File: src/rtl/ones_pattern_gen_if.sv
// Stream bundle for ones_pattern_gen: request side (start, numOnes),
// word stream (pattern, valid, ready, last, index) and status pulses.
interface ones_pattern_gen_if;
   logic       start;
   logic [3:0] numOnes;
   logic       ready;
   logic [7:0] pattern;
   logic       valid;
   logic       last;
   logic [6:0] index;
   logic       busy;
   logic       done;
   logic       error;

   modport master (
      input  start, numOnes, ready,
      output pattern, valid, last, index, busy, done, error
   );

   modport slave (
      output start, numOnes, ready,
      input  pattern, valid, last, index, busy, done, error
   );
endinterface

File: src/rtl/ones_pattern_gen.sv
// Enumerates all 8-bit words with popcount k in ascending order.
// Ports: clk, reset (async high), bus (master: start/numOnes/ready in,
// pattern/valid/last/index/busy/done/error out).
module ones_pattern_gen (
   input  logic clk,
   input  logic reset,
   ones_pattern_gen_if.master bus
);

   typedef enum logic {IDLE, RUN} state_t;

   state_t     state_q, state_d;
   logic [3:0] k_q, k_d;
   logic [7:0] pattern_q, pattern_d;
   logic [6:0] index_q, index_d;
   logic       valid_q, valid_d;
   logic       last_q, last_d;
   logic       busy_q, busy_d;
   logic       done_q, done_d;
   logic       error_q, error_d;

   // k ones in the low bits: first word of a sequence
   function automatic logic [7:0] low_mask(input logic [3:0] k);
      return ~(8'hFF << k);
   endfunction

   // k ones in the high bits: final word of a sequence
   function automatic logic [7:0] top_mask(input logic [3:0] k);
      return ~(8'hFF >> k);
   endfunction

   // Gosper successor in 9 bits so the ripple carry out of bit 7
   // survives; the divide by the lowest set bit is a right shift.
   logic [8:0] x9, c9, r9, t9, next9;
   logic [2:0] ctz;
   logic       gosper_unused;

   always_comb begin
      x9  = {1'b0, pattern_q};
      c9  = x9 & (~x9 + 9'd1);
      r9  = x9 + c9;
      ctz = 3'd0;
      for (int i = 7; i >= 0; i--) begin
         if (pattern_q[i]) ctz = 3'(i);
      end
      t9    = ((r9 ^ x9) >> 2) >> ctz;
      next9 = t9 | r9;
   end

   // successor is never taken on the last word, so bit 8 stays clear
   assign gosper_unused = next9[8];

   always_comb begin
      state_d   = state_q;
      k_d       = k_q;
      pattern_d = pattern_q;
      index_d   = index_q;
      valid_d   = valid_q;
      last_d    = last_q;
      busy_d    = busy_q;
      done_d    = 1'b0;
      error_d   = 1'b0;
      unique case (state_q)
         IDLE: begin
            if (bus.start) begin
               if (bus.numOnes > 4'd8) begin
                  error_d = 1'b1;
               end else begin
                  state_d   = RUN;
                  k_d       = bus.numOnes;
                  pattern_d = low_mask(bus.numOnes);
                  index_d   = 7'd0;
                  valid_d   = 1'b1;
                  busy_d    = 1'b1;
                  // only k=0 and k=8 start on their final word
                  last_d    = low_mask(bus.numOnes)
                              == top_mask(bus.numOnes);
               end
            end
         end
         RUN: begin
            if (bus.ready) begin
               if (last_q) begin
                  state_d = IDLE;
                  valid_d = 1'b0;
                  last_d  = 1'b0;
                  busy_d  = 1'b0;
                  done_d  = 1'b1;
               end else begin
                  pattern_d = next9[7:0];
                  index_d   = index_q + 7'd1;
                  last_d    = next9[7:0] == top_mask(k_q);
               end
            end
         end
         default: state_d = IDLE;
      endcase
   end

   always_ff @(posedge clk or posedge reset) begin
      if (reset) begin
         state_q   <= IDLE;
         k_q       <= 4'd0;
         pattern_q <= 8'h00;
         index_q   <= 7'd0;
         valid_q   <= 1'b0;
         last_q    <= 1'b0;
         busy_q    <= 1'b0;
         done_q    <= 1'b0;
         error_q   <= 1'b0;
      end else begin
         state_q   <= state_d;
         k_q       <= k_d;
         pattern_q <= pattern_d;
         index_q   <= index_d;
         valid_q   <= valid_d;
         last_q    <= last_d;
         busy_q    <= busy_d;
         done_q    <= done_d;
         error_q   <= error_d;
      end
   end

   assign bus.pattern = pattern_q;
   assign bus.valid   = valid_q;
   assign bus.last    = last_q;
   assign bus.index   = index_q;
   assign bus.busy    = busy_q;
   assign bus.done    = done_q;
   assign bus.error   = error_q;

endmodule

File: src/flat_wrapper.sv
// flat-port wrapper written by rule: the top's interface ports become plain ports
module ones_pattern_gen_flat 
  (clk, reset, bus_start, bus_numOnes, bus_ready, bus_pattern, bus_valid, bus_last, bus_index, bus_busy, bus_done, bus_error);
  ones_pattern_gen_if bus_i ();
  input  logic clk;
  input  logic reset;
  input wire logic [$bits(bus_i.start)-1:0] bus_start;
  input wire logic [$bits(bus_i.numOnes)-1:0] bus_numOnes;
  input wire logic [$bits(bus_i.ready)-1:0] bus_ready;
  output wire logic [$bits(bus_i.pattern)-1:0] bus_pattern;
  output wire logic [$bits(bus_i.valid)-1:0] bus_valid;
  output wire logic [$bits(bus_i.last)-1:0] bus_last;
  output wire logic [$bits(bus_i.index)-1:0] bus_index;
  output wire logic [$bits(bus_i.busy)-1:0] bus_busy;
  output wire logic [$bits(bus_i.done)-1:0] bus_done;
  output wire logic [$bits(bus_i.error)-1:0] bus_error;
  assign bus_i.start = bus_start;
  assign bus_i.numOnes = bus_numOnes;
  assign bus_i.ready = bus_ready;
  assign bus_pattern = bus_i.pattern;
  assign bus_valid = bus_i.valid;
  assign bus_last = bus_i.last;
  assign bus_index = bus_i.index;
  assign bus_busy = bus_i.busy;
  assign bus_done = bus_i.done;
  assign bus_error = bus_i.error;
  ones_pattern_gen u_core (.clk(clk), .reset(reset), .bus(bus_i));
endmodule
File: config.mk
export PLATFORM = sky130hd
export DESIGN_NAME = ones_pattern_gen_flat
export DESIGN_NICKNAME = d
export VERILOG_FILES = /design/src/rtl/ones_pattern_gen_if.sv /design/src/rtl/ones_pattern_gen.sv /design/src/flat_wrapper.sv
export SDC_FILE = /design/constraint.sdc
export NUM_CORES = 1
export LEC_CHECK = 0
export BUFFER_PORTS_ARGS = -buffer_cell sky130_fd_sc_hd__buf_2
export CORE_MARGIN = 3
export CORE_UTILIZATION = 30
export CTS_CLUSTER_DIAMETER = 60
export CTS_CLUSTER_SIZE = 24
export DETAILED_ROUTE_END_ITERATION = 7
export GPL_ROUTABILITY_DRIVEN = 1
export GPL_TIMING_DRIVEN = 0
export HOLD_SLACK_MARGIN = 0.15
export PLACE_DENSITY_LB_ADDON = 0.05
export REMOVE_ABC_BUFFERS = 1
export SYNTH_ARGS = -nofsm -noshare
export SYNTH_HDL_FRONTEND = slang
export SYNTH_SLANG_ARGS = --single-unit
File: constraint.sdc
create_clock -name clk -period 4.9 [get_ports clk]
set_input_delay 0 -clock clk [delete_from_list [all_inputs] [get_ports clk]]
set_output_delay 0 -clock clk [all_outputs]
set_load 0.05 [all_outputs]
# Word-level counts from Yosys, hierarchy flattened
# Cells that the tools add are included.
[word_totals] register_bits=24 inputBits=8 output_inout_bits=20
[op_classes] n_addsub=3 order_cmp=1 n_eq_ne=7 shift=4 n_mux=39 bitwise=9 reduce_logical=4
[op_table] cell="$mux W8" n=4
[op_table] cell="$mux W7" n=4
[op_table] cell="$mux W3" n=8
[op_table] cell="$not A8 Y8" n=3
[op_table] cell="$mux W1" n=18
[op_table] cell="$eq A8 B8 Y1" n=2
[op_table] cell="$pmux W8 S2" n=1
[op_table] cell="$shr A8 B4 Y8 const A" n=2
[op_table] cell="$pmux W7 S2" n=1
[op_table] cell="$ne A2 B2 Y1 const B" n=5
[op_table] cell="$add A8 B9 Y9" n=1
[op_table] cell="$add A9 B1 Y9 const B" n=1
[op_table] cell="$and A8 B9 Y9" n=1
[op_table] cell="$not A8 Y9" n=1
[op_table] cell="$xor A9 B8 Y9" n=1
[op_table] cell="$or A8 B8 Y8" n=1
[op_table] cell="$reduce_and A4 Y1" n=2
[op_table] cell="$shl A8 B4 Y8 const A" n=1
[op_table] cell="$shr A7 B3 Y8" n=1
[op_table] cell="$add A7 B1 Y7 const B" n=1
[op_table] cell="$pmux W1 S2" n=3
[op_table] cell="$reduce_and A3 Y1" n=2
[op_table] cell="$gt A4 B4 Y1 const B" n=1
[op_table] cell="$not A1 Y1" n=2

# Depth between registers and ports, before layout
# Gate-level depths: netlist of run 1.
[depth] depth_word=14 ltp_mapped=10 ltp_nobuf=8

# Least setup slack after synthesis of run 1
# OpenSTA, ideal clock, no wires.
[synth_timing] path_type="flip-flop to flip-flop" startpoint="register u_core.pattern_q[1], in the netlist u_core.bus.pattern[1]" endpoint="register u_core.last_q, in the netlist u_core.bus.last" setup_ns=0.076 arrival_ns=2.684 setup_slack_ns=2.139 stages_incl_launch_ff=11 path_buffers=2 synth_period_minus_slack_ns=2.761 cell_sequence="dfrtp_1 buf_6 or2_4 or4_1 buf_2 a2111o_1 a31o_1 a31o_1 a21oi_2 o2111ai_1 o21ai_1"
[synth_via] elab_chain_cells=11 elab_cells_between_ends=13 cone_classes="add/sub (2); eq/ne (1); shift (1); mux (5); bitwise (4)"
[synth_lines] item="from (decl)" line="ones_pattern_gen.sv:14" rtl="logic [7:0] pattern_q, pattern_d;"
[synth_lines] item="from (signal assigned)" line="ones_pattern_gen.sv:114" rtl="pattern_q <= pattern_d;"
[synth_lines] item="$not A8 Y9" line="ones_pattern_gen.sv:40" rtl="c9 = x9 & (~x9 + 9'd1);"
[synth_lines] item="$add A9 B1 Y9" line="ones_pattern_gen.sv:40"
[synth_lines] item="$and A8 B9 Y9" line="ones_pattern_gen.sv:40"
[synth_lines] item="$add A8 B9 Y9" line="ones_pattern_gen.sv:41" rtl="r9 = x9 + c9;"
[synth_lines] item="$xor A9 B8 Y9" line="ones_pattern_gen.sv:46" rtl="t9 = ((r9 ^ x9) >> 2) >> ctz;"
[synth_lines] item="$shr A7 B3 Y8" line="ones_pattern_gen.sv:46"
[synth_lines] item="$or A8 B8 Y8 *" line="ones_pattern_gen.sv:47" rtl="next9 = t9 | r9;"
[synth_lines] item="$eq A8 B8 Y1 *" line="ones_pattern_gen.sv:92" rtl="last_d = next9[7:0] == top_mask(k_q);"
[synth_lines] item="$mux W1 *" line="ones_pattern_gen.sv:83" rtl="if (last_q) begin"
[synth_lines] item="$mux W1 *" line="ones_pattern_gen.sv:82" rtl="if (bus.ready) begin"
[synth_lines] item="$pmux W1 S2 *" line="ones_pattern_gen.sv:63" rtl="unique case (state_q)"
[synth_lines] item="to (signal assigned)" line="ones_pattern_gen.sv:117" rtl="last_q <= last_d;"
[synth_lines] item="to (decl)" line="ones_pattern_gen.sv:17" rtl="logic last_q, last_d;"
# Mark *: on every way between the ends. The rest lies on a longest branch, timed or not. The select of a mux whose other input is x is not followed.
# A chain may end at the register's enable or synchronous reset.

# Final worst setup path of run 1
[layout_timing] startpoint="register u_core.pattern_q[2], in the netlist u_core.bus.pattern[2]" endpoint="register u_core.last_q, in the netlist u_core.bus.last"
# Same word-level chain as after synthesis.

==> flow_summary.yaml, run 1 <==
clock_network:
  clk_latency_ns: 0.27
  clk_pin_slew_worst_paths_ns: 0.09
  cts.sinks: 24
  clk_path_buf_depth: 2
  htree_levels: 1
  cts-root-buf: "clkbuf_8"
  tritoncts: "built"
  cts_buffers: 3
placed_design:
  dp_hpwl_um: 4040
  dpl-instance-area_mm2: 0.00208
  portBuffers: 27
  gp_congestion: 0.860
  dpl_worst_slack_ns: 1.81
routing:
  drc_errors: 0
  routedWlPerCell_um: 16.2
  ant_nets: 0
  dr.pass1.iters: 4
  drt_first_iter_violations: 200
  viasPerCell: 5.59
  num_vias: 1924
  drt_wl_total_um: 5570
final_layout:
  design_area_mm2: 0.00221
  nFillCells: 635
  regArea_um2: 601
  fin_nets: 279
  multi_input_area_mm2: 0.00120
  insertedDiodeCount: 0
  area.growth.synth_to_final_pct: 15.1
  drive_above_1_share_pct: 14.9
logic_synthesis:
  ys_warn_count: 0
  synth_area_mm2: 0.00192
  synth_top_cell_by_area: "dfrtp_1"
  ys.flop_type: "dfrtp_1"
  synth-simple-area-share_pct: 27.5
  synthArstFlopShare_pct: 100
  ys_types: 60
  synth_adder_area_share_pct: 0.651
  synth-edff-count: 0
  synthXorXnorAreaFrac_pct: 2.28
  synth_mux_area_share_pct: 1.63
  yosysTopAreaCellShare_pct: 31.3
  synthTopCellsByArea: "dfrtp_1 (31%), nand2_1 (6.4%), o21ai_0 (4.2%)"
  synth_top_family_by_area: "compound AO/OA/AOI/OAI gates"
  yosysSeqAreaShare_pct: 31.3
  synthCells: 246
  avgSynthCellArea_um2: 7.81
  ys_ff_latch: 24
  synth_compound_area_share_pct: 30.5
power_and_ir_drop:
  fin_total_pwr_w: 0.00166
  p_leak_nw: 1.00
  pwr-share-clk_pct: 8.2
  p_int_w: 0.000719
  ir_worst_vdd_mv: 0.344
  p_sw_w: 0.000939
  p_per_area_mw_per_mm2: 750
  p_sw_share_pct: 56.6
  comb_power_share_pct: 63.1
  pwr-share-seq_pct: 28.7
critical_path:
  r2r_start: "u_core.bus.pattern[2]$_DFFE_PP0P_"
  cp.arrival_ns: 3.39
  cp-end-kind: "flop"
  start_kind: "flop"
  slowest_stage: "nor4_1"
  r2r_slack_ns: 1.71
  cp_num_buf_inv: 0
  required_ns: 5.10
  worstReg2RegEnd: "u_core.bus.last$_DFFE_PP0P_"
  crit_path_cell_trace: "nor4_1 -> nand2_1 -> a31o_2 -> o311ai_1 -> nand3b_1 -> a21oi_1 -> o2111ai_1 -> o21ai_1"
  cp_max_fo: 20
  crit_family: "simple AND/OR/NAND/NOR gates"
  cpPeakStageDelay_ns: 0.83
  rr_worst_depth: 8
  crit_type: "flop to flop"
floorplanning:
  dieArea_mm2: 0.00740
  start_util_pct: 31.7
  die_w_um: 86.0
  core_mm2: 0.00606
  die_height_um: 86.0
  io_pins: 28
  rows: 28
global_route:
  grt_usage_pct: 15.5
  grt-busiest-layer: "met1"
  grt_pass1_wl_um: 9310
  grt_use_met2_pct: 22.0
  grt_use_met3_pct: 2.88
  gr-usage-met1_pct: 24.4
  grt_start_max_net_pins: 25
  grt_pass1_vias: 1798
  grt-ovfl-total: 0
  antenna_found_initial: 0
sta:
  worst_pin_slew_ns: 1.11
  drv_slew: 0
  hold_viol: 0
  fin_hold_ws_ns: 0.474
  max_freq_mhz: 313
  setup-tns-final_ns: 0
  finalCriticalPeriod_ns: 3.19
  skew_ns: 0.0105
  setup_violations: 0
  setup_slack_ns: 1.71
  slew_headroom_pct: 25.5
  rsz0062_at_grt: "no"
  final.period_utilization_pct: 65.1
min_path:
  hold_class: "input pin to asynchronous set/reset pin"
status:
  status: "finished, final reports clean"
flow_run:
  max_cap_violations: 0
## flip-flops by register name, summed over array words and instances (netlist names)
| signal | count |
|---|---|
| u_core.bus.valid | 1 |
| u_core.state_q | 1 |
| u_core.bus.done | 1 |
| u_core.bus.pattern | 8 |
| u_core.bus.last | 1 |
| u_core.k_q | 4 |
| u_core.bus.error | 1 |
| u_core.bus.index | 7 |
## layout by cell type, fill, tap and decap left out, types with 3 or more instances in the layout
cell type	instances
xor2_1	4
nor3_1	6
and3_1	6
nor2b_1	6
a31oi_1	10
nor2_1	18
inv_1	12
nor4_1	4
a221oi_1	4
buf_2	27
clkbuf_8	4
a211oi_1	3
a21o_1	7
o21ai_0	16
nand4_1	5
dfrtp_1	24
a21oi_1	10
nand2b_1	4
nand2_1	33
dlygate4sd3_1	8
o31ai_1	7
nand3_1	4
## cell type report
class                   count  share of cell area, %
clock buffers               4                   2.49
inverters                  12                   2.04
multi-input cells         194                   54.4
flip-flops and latches     24                   27.1
well taps                  75                   4.24
repair buffers             35                   9.73
## cells in the mapped netlist (3+ instances only)
master and instances:
nor2_1 18, dfrtp_1 24, nor4_1 4, nand2_1 33, a21o_1 7, xor2_1 4, nor2b_1 6, inv_1 12
clkbuf_1 10, a211oi_1 3, nor3_1 6, a31oi_1 10, nand2b_1 4, and3_1 6, o31ai_1 7, a21oi_1 10
nand4_1 5, nand3_1 4, o21ai_0 16, a221oi_1 4
## how the worst max path moves through the flow
stage,startpoint,to,slack (ns),cells after the start
2_1_floorplan,u_core.bus.pattern[1]$_DFFE_PP0P_,u_core.bus.last$_DFFE_PP0P_,2.09,8
3_3_place_gp,u_core.bus.pattern[2]$_DFFE_PP0P_,u_core.bus.last$_DFFE_PP0P_,1.65,8
3_5_place_dp,u_core.bus.pattern[2]$_DFFE_PP0P_,u_core.bus.last$_DFFE_PP0P_,1.81,8
4_1_cts,u_core.bus.pattern[2]$_DFFE_PP0P_,u_core.bus.last$_DFFE_PP0P_,1.78,8
5_1_grt,u_core.bus.pattern[2]$_DFFE_PP0P_,u_core.bus.last$_DFFE_PP0P_,1.45,8
6_report,u_core.bus.pattern[2]$_DFFE_PP0P_,u_core.bus.last$_DFFE_PP0P_,1.71,8
## kinds of logic after synthesis
group                    Yosys count
AND/OR/NAND/NOR                  103
AO/OA/AOI/OAI                     82
buffers and inverters             28
multiplexers                       3
adder cells (fa/ha/maj)            1
XOR/XNOR                           5
flip-flops                        24
## through the flow
stage	std cells	utilization [%]
5_1_grt	344	36.5
6_report	344	36.5
2_1_floorplan	230	-
3_3_place_gp	332	34.3
3_5_place_dp	332	34.3
4_1_cts	344	36.5
## routing by layer
metal / routed length (um) / up-vias / part of all wire, %
met1: 2870 / 900 / 52
met2: 2370 / 56 / 43
met3: 309 / 2 / 5.5
li1: - / 966 / -
met4: 17 / 0 / 0.30
met5: 0 / - / 0
## power by group through the flow
stage / combinational [W] / sequential (W) / clock [W]
final: 0.00105 / 0.000476 / 0.000136
after floorplan: 0.000623 / 0.000605 / 0
after global routing: 0.00115 / 0.000500 / 0.000150
after global placement: 0.00105 / 0.000484 / 0
after CTS: 0.00104 / 0.000472 / 0.000140
after detailed placement: 0.00103 / 0.000476 / 0
## tightest hold or removal path: stages
cell and delay (ns):
dlygate4sd3_1 0.53, buf_2 0.12, inv_1 0.67
## timing repair
item / in CTS / in global routing
hold endpoints to repair: 33 / 0
hold buffers: 8 / 0
resized for setup: 0 / 0
buffers inserted: 0 / 0
Power figures use the tool's default switching activity.
==> run 2: changes to the inputs <==
==> constraint.sdc (replaced) <==
create_clock -name clk -period 3.1 [get_ports clk]
set_input_delay 0 -clock clk [delete_from_list [all_inputs] [get_ports clk]]
set_output_delay 0 -clock clk [all_outputs]
set_load 0.05 [all_outputs]
==> run 2 against run 1 <==
Effect of this change: setup slack worse by 1.5 ns; utilization grew 0.29 points; worst hold slack worse by 0.0011 ns; first-iteration DRC count is 6.5% lower; sequential power is 59% higher; global-route usage unchanged; critical endpoint unchanged; largest cell class unchanged; largest power group unchanged.
==> flow_summary.yaml, run 2 (same netlist as run 1, synthesis figures left out) <==
power_and_ir_drop:
  pwr-share-clk_pct: 8.1
  p_leak_nw: 1.00
  p_int_w: 0.00115
  p_sw_share_pct: 56.6
  p_per_area_mw_per_mm2: 1180
  comb_power_share_pct: 63.2
  ir_worst_vdd_mv: 0.546
  pwr-share-seq_pct: 28.7
  p_sw_w: 0.00149
clock_network:
  cts_buffers: 3
  tritoncts: "built"
  clk_pin_slew_worst_paths_ns: 0.09
  cts.sinks: 24
  cts-root-buf: "clkbuf_8"
  htree_levels: 1
  clk_latency_ns: 0.27
  clk_path_buf_depth: 2
  post_cts_buffers: 0
sta:
  max_freq_mhz: 342
  setup_violations: 0
  final.period_utilization_pct: 94.4
  skew_ns: 0.00990
  slew_headroom_pct: 38.1
  worst_pin_slew_ns: 0.928
  setup_slack_ns: 0.175
  fin_hold_ws_ns: 0.473
  finalCriticalPeriod_ns: 2.93
  rsz0062_at_grt: "no"
  drv_slew: 0
  hold_viol: 0
placed_design:
  portBuffers: 27
  dpl-instance-area_mm2: 0.00208
  dpl_worst_slack_ns: 0.0141
  dp_hpwl_um: 4040
  gp_congestion: 0.860
final_layout:
  largest_register_ffs: 8
  design_area_mm2: 0.00223
  drive_above_1_share_pct: 16.4
  fin_nets: 279
  area.growth.synth_to_final_pct: 16.0
  mostFrequentLayoutCell: "nand2_1"
  insertedDiodeCount: 0
  final_cell_mix: "nand2_1 (33), buf_2 (27), dfrtp_1 (23)"
  postLayoutCoreUtil_pct: 36.8
global_route:
  grt_pass1_wl_um: 9310
  grt_start_max_net_pins: 25
  antenna_found_initial: 0
  grt-ovfl-total: 0
  grt_usage_pct: 15.5
  grt_pass1_vias: 1798
critical_path:
  start_kind: "flop"
  required_ns: 3.26
  cp-end-kind: "flop"
  cp.arrival_ns: 3.08
  crit_type: "flop to flop"
  cp_max_fo: 15
status:
  status: "finished, final reports clean"
routing:
  drt_first_iter_violations: 187
  viasPerCell: 5.69
  ant_nets: 0
  routedWlPerCell_um: 16.2
  drt_wl_total_um: 5570
  num_vias: 1959
  drc_errors: 0
  dr.pass1.iters: 4
floorplanning:
  start_util_pct: 31.7
  rows: 28
  die_height_um: 86.0
  core_mm2: 0.00606
  die_w_um: 86.0
  dieArea_mm2: 0.00740
  io_pins: 28
flow_run:
  max_cap_violations: 0
min_path:
  hold_class: "input pin to asynchronous set/reset pin"
run 2: per-layer routing:
metal	track usage, %	part of all wire [%]
met4	2.30	0.52
met2	22.0	43
met5	0	0
met1	24.4	50
met3	2.88	6.8
run 2: final cells by class:
cell class | count | area, um2
clock buffer | 4 | 55.1
fill | 632 | 3830
inverter | 12 | 45.0
multi-input combinational | 194 | 1220
sequential | 24 | 602
tap | 75 | 93.8
timing repair buffer | 35 | 215
run 2: power by group through the flow:
| stage | clock network [W] | logic, W | registers (W) |
|---|---|---|---|
| 2_1_floorplan | 0 | 0.000984 | 0.000956 |
| 3_3_place_gp | 0 | 0.00166 | 0.000765 |
| 3_5_place_dp | 0 | 0.00163 | 0.000753 |
| 4_1_cts | 0.000222 | 0.00165 | 0.000750 |
| 5_1_grt | 0.000236 | 0.00183 | 0.000796 |
| 6_report | 0.000214 | 0.00167 | 0.000756 |
run 2: repair_timing:
action	CTS	global route
gates resized for setup	1	3
hold buffers	8	0
endpoints found under the setup margin	1	7
hold endpoints to repair	33	0
run 2: final timing paths:
| path | cells after the start | slack (ns) | startpoint | end |
|---|---|---|---|---|
| min | 3 | 0.47 | reset | u_core.bus.error$_DFF_PP0_ |
| min in group clk | 2 | 0.53 | u_core.bus.index[1]$_DFFE_PP0P_ | u_core.bus.index[1]$_DFFE_PP0P_ |
| min reg2reg | 2 | 0.53 | u_core.bus.index[1]$_DFFE_PP0P_ | u_core.bus.index[1]$_DFFE_PP0P_ |
| max | 8 | 0.17 | u_core.bus.pattern[0]$_DFFE_PP0P_ | u_core.bus.last$_DFFE_PP0P_ |
| max reg2reg | 8 | 0.17 | u_core.bus.pattern[0]$_DFFE_PP0P_ | u_core.bus.last$_DFFE_PP0P_ |
| max in group asynchronous | 3 | 2.00 | reset | u_core.bus.pattern[1]$_DFFE_PP0P_ |
run 2: critical path, stage by stage, from the launching register on:
cell and delay [ns]:
dfrtp_1 0.58, or2_4 0.35, or4_1 0.57, a31o_2 0.34
nor4_1 0.44, or3b_2 0.22, a21oi_2 0.03, o2111ai_1 0.20
o21ai_1 0.08
run 2: metrics by stage:
step	total power, W	cells	TNS (ns)
2_1_floorplan	0.00194	230	0
3_3_place_gp	0.00243	332	-0.187
6_report	0.00264	344	0
3_5_place_dp	0.00239	332	0
4_1_cts	0.00262	344	0
5_1_grt	0.00286	344	0
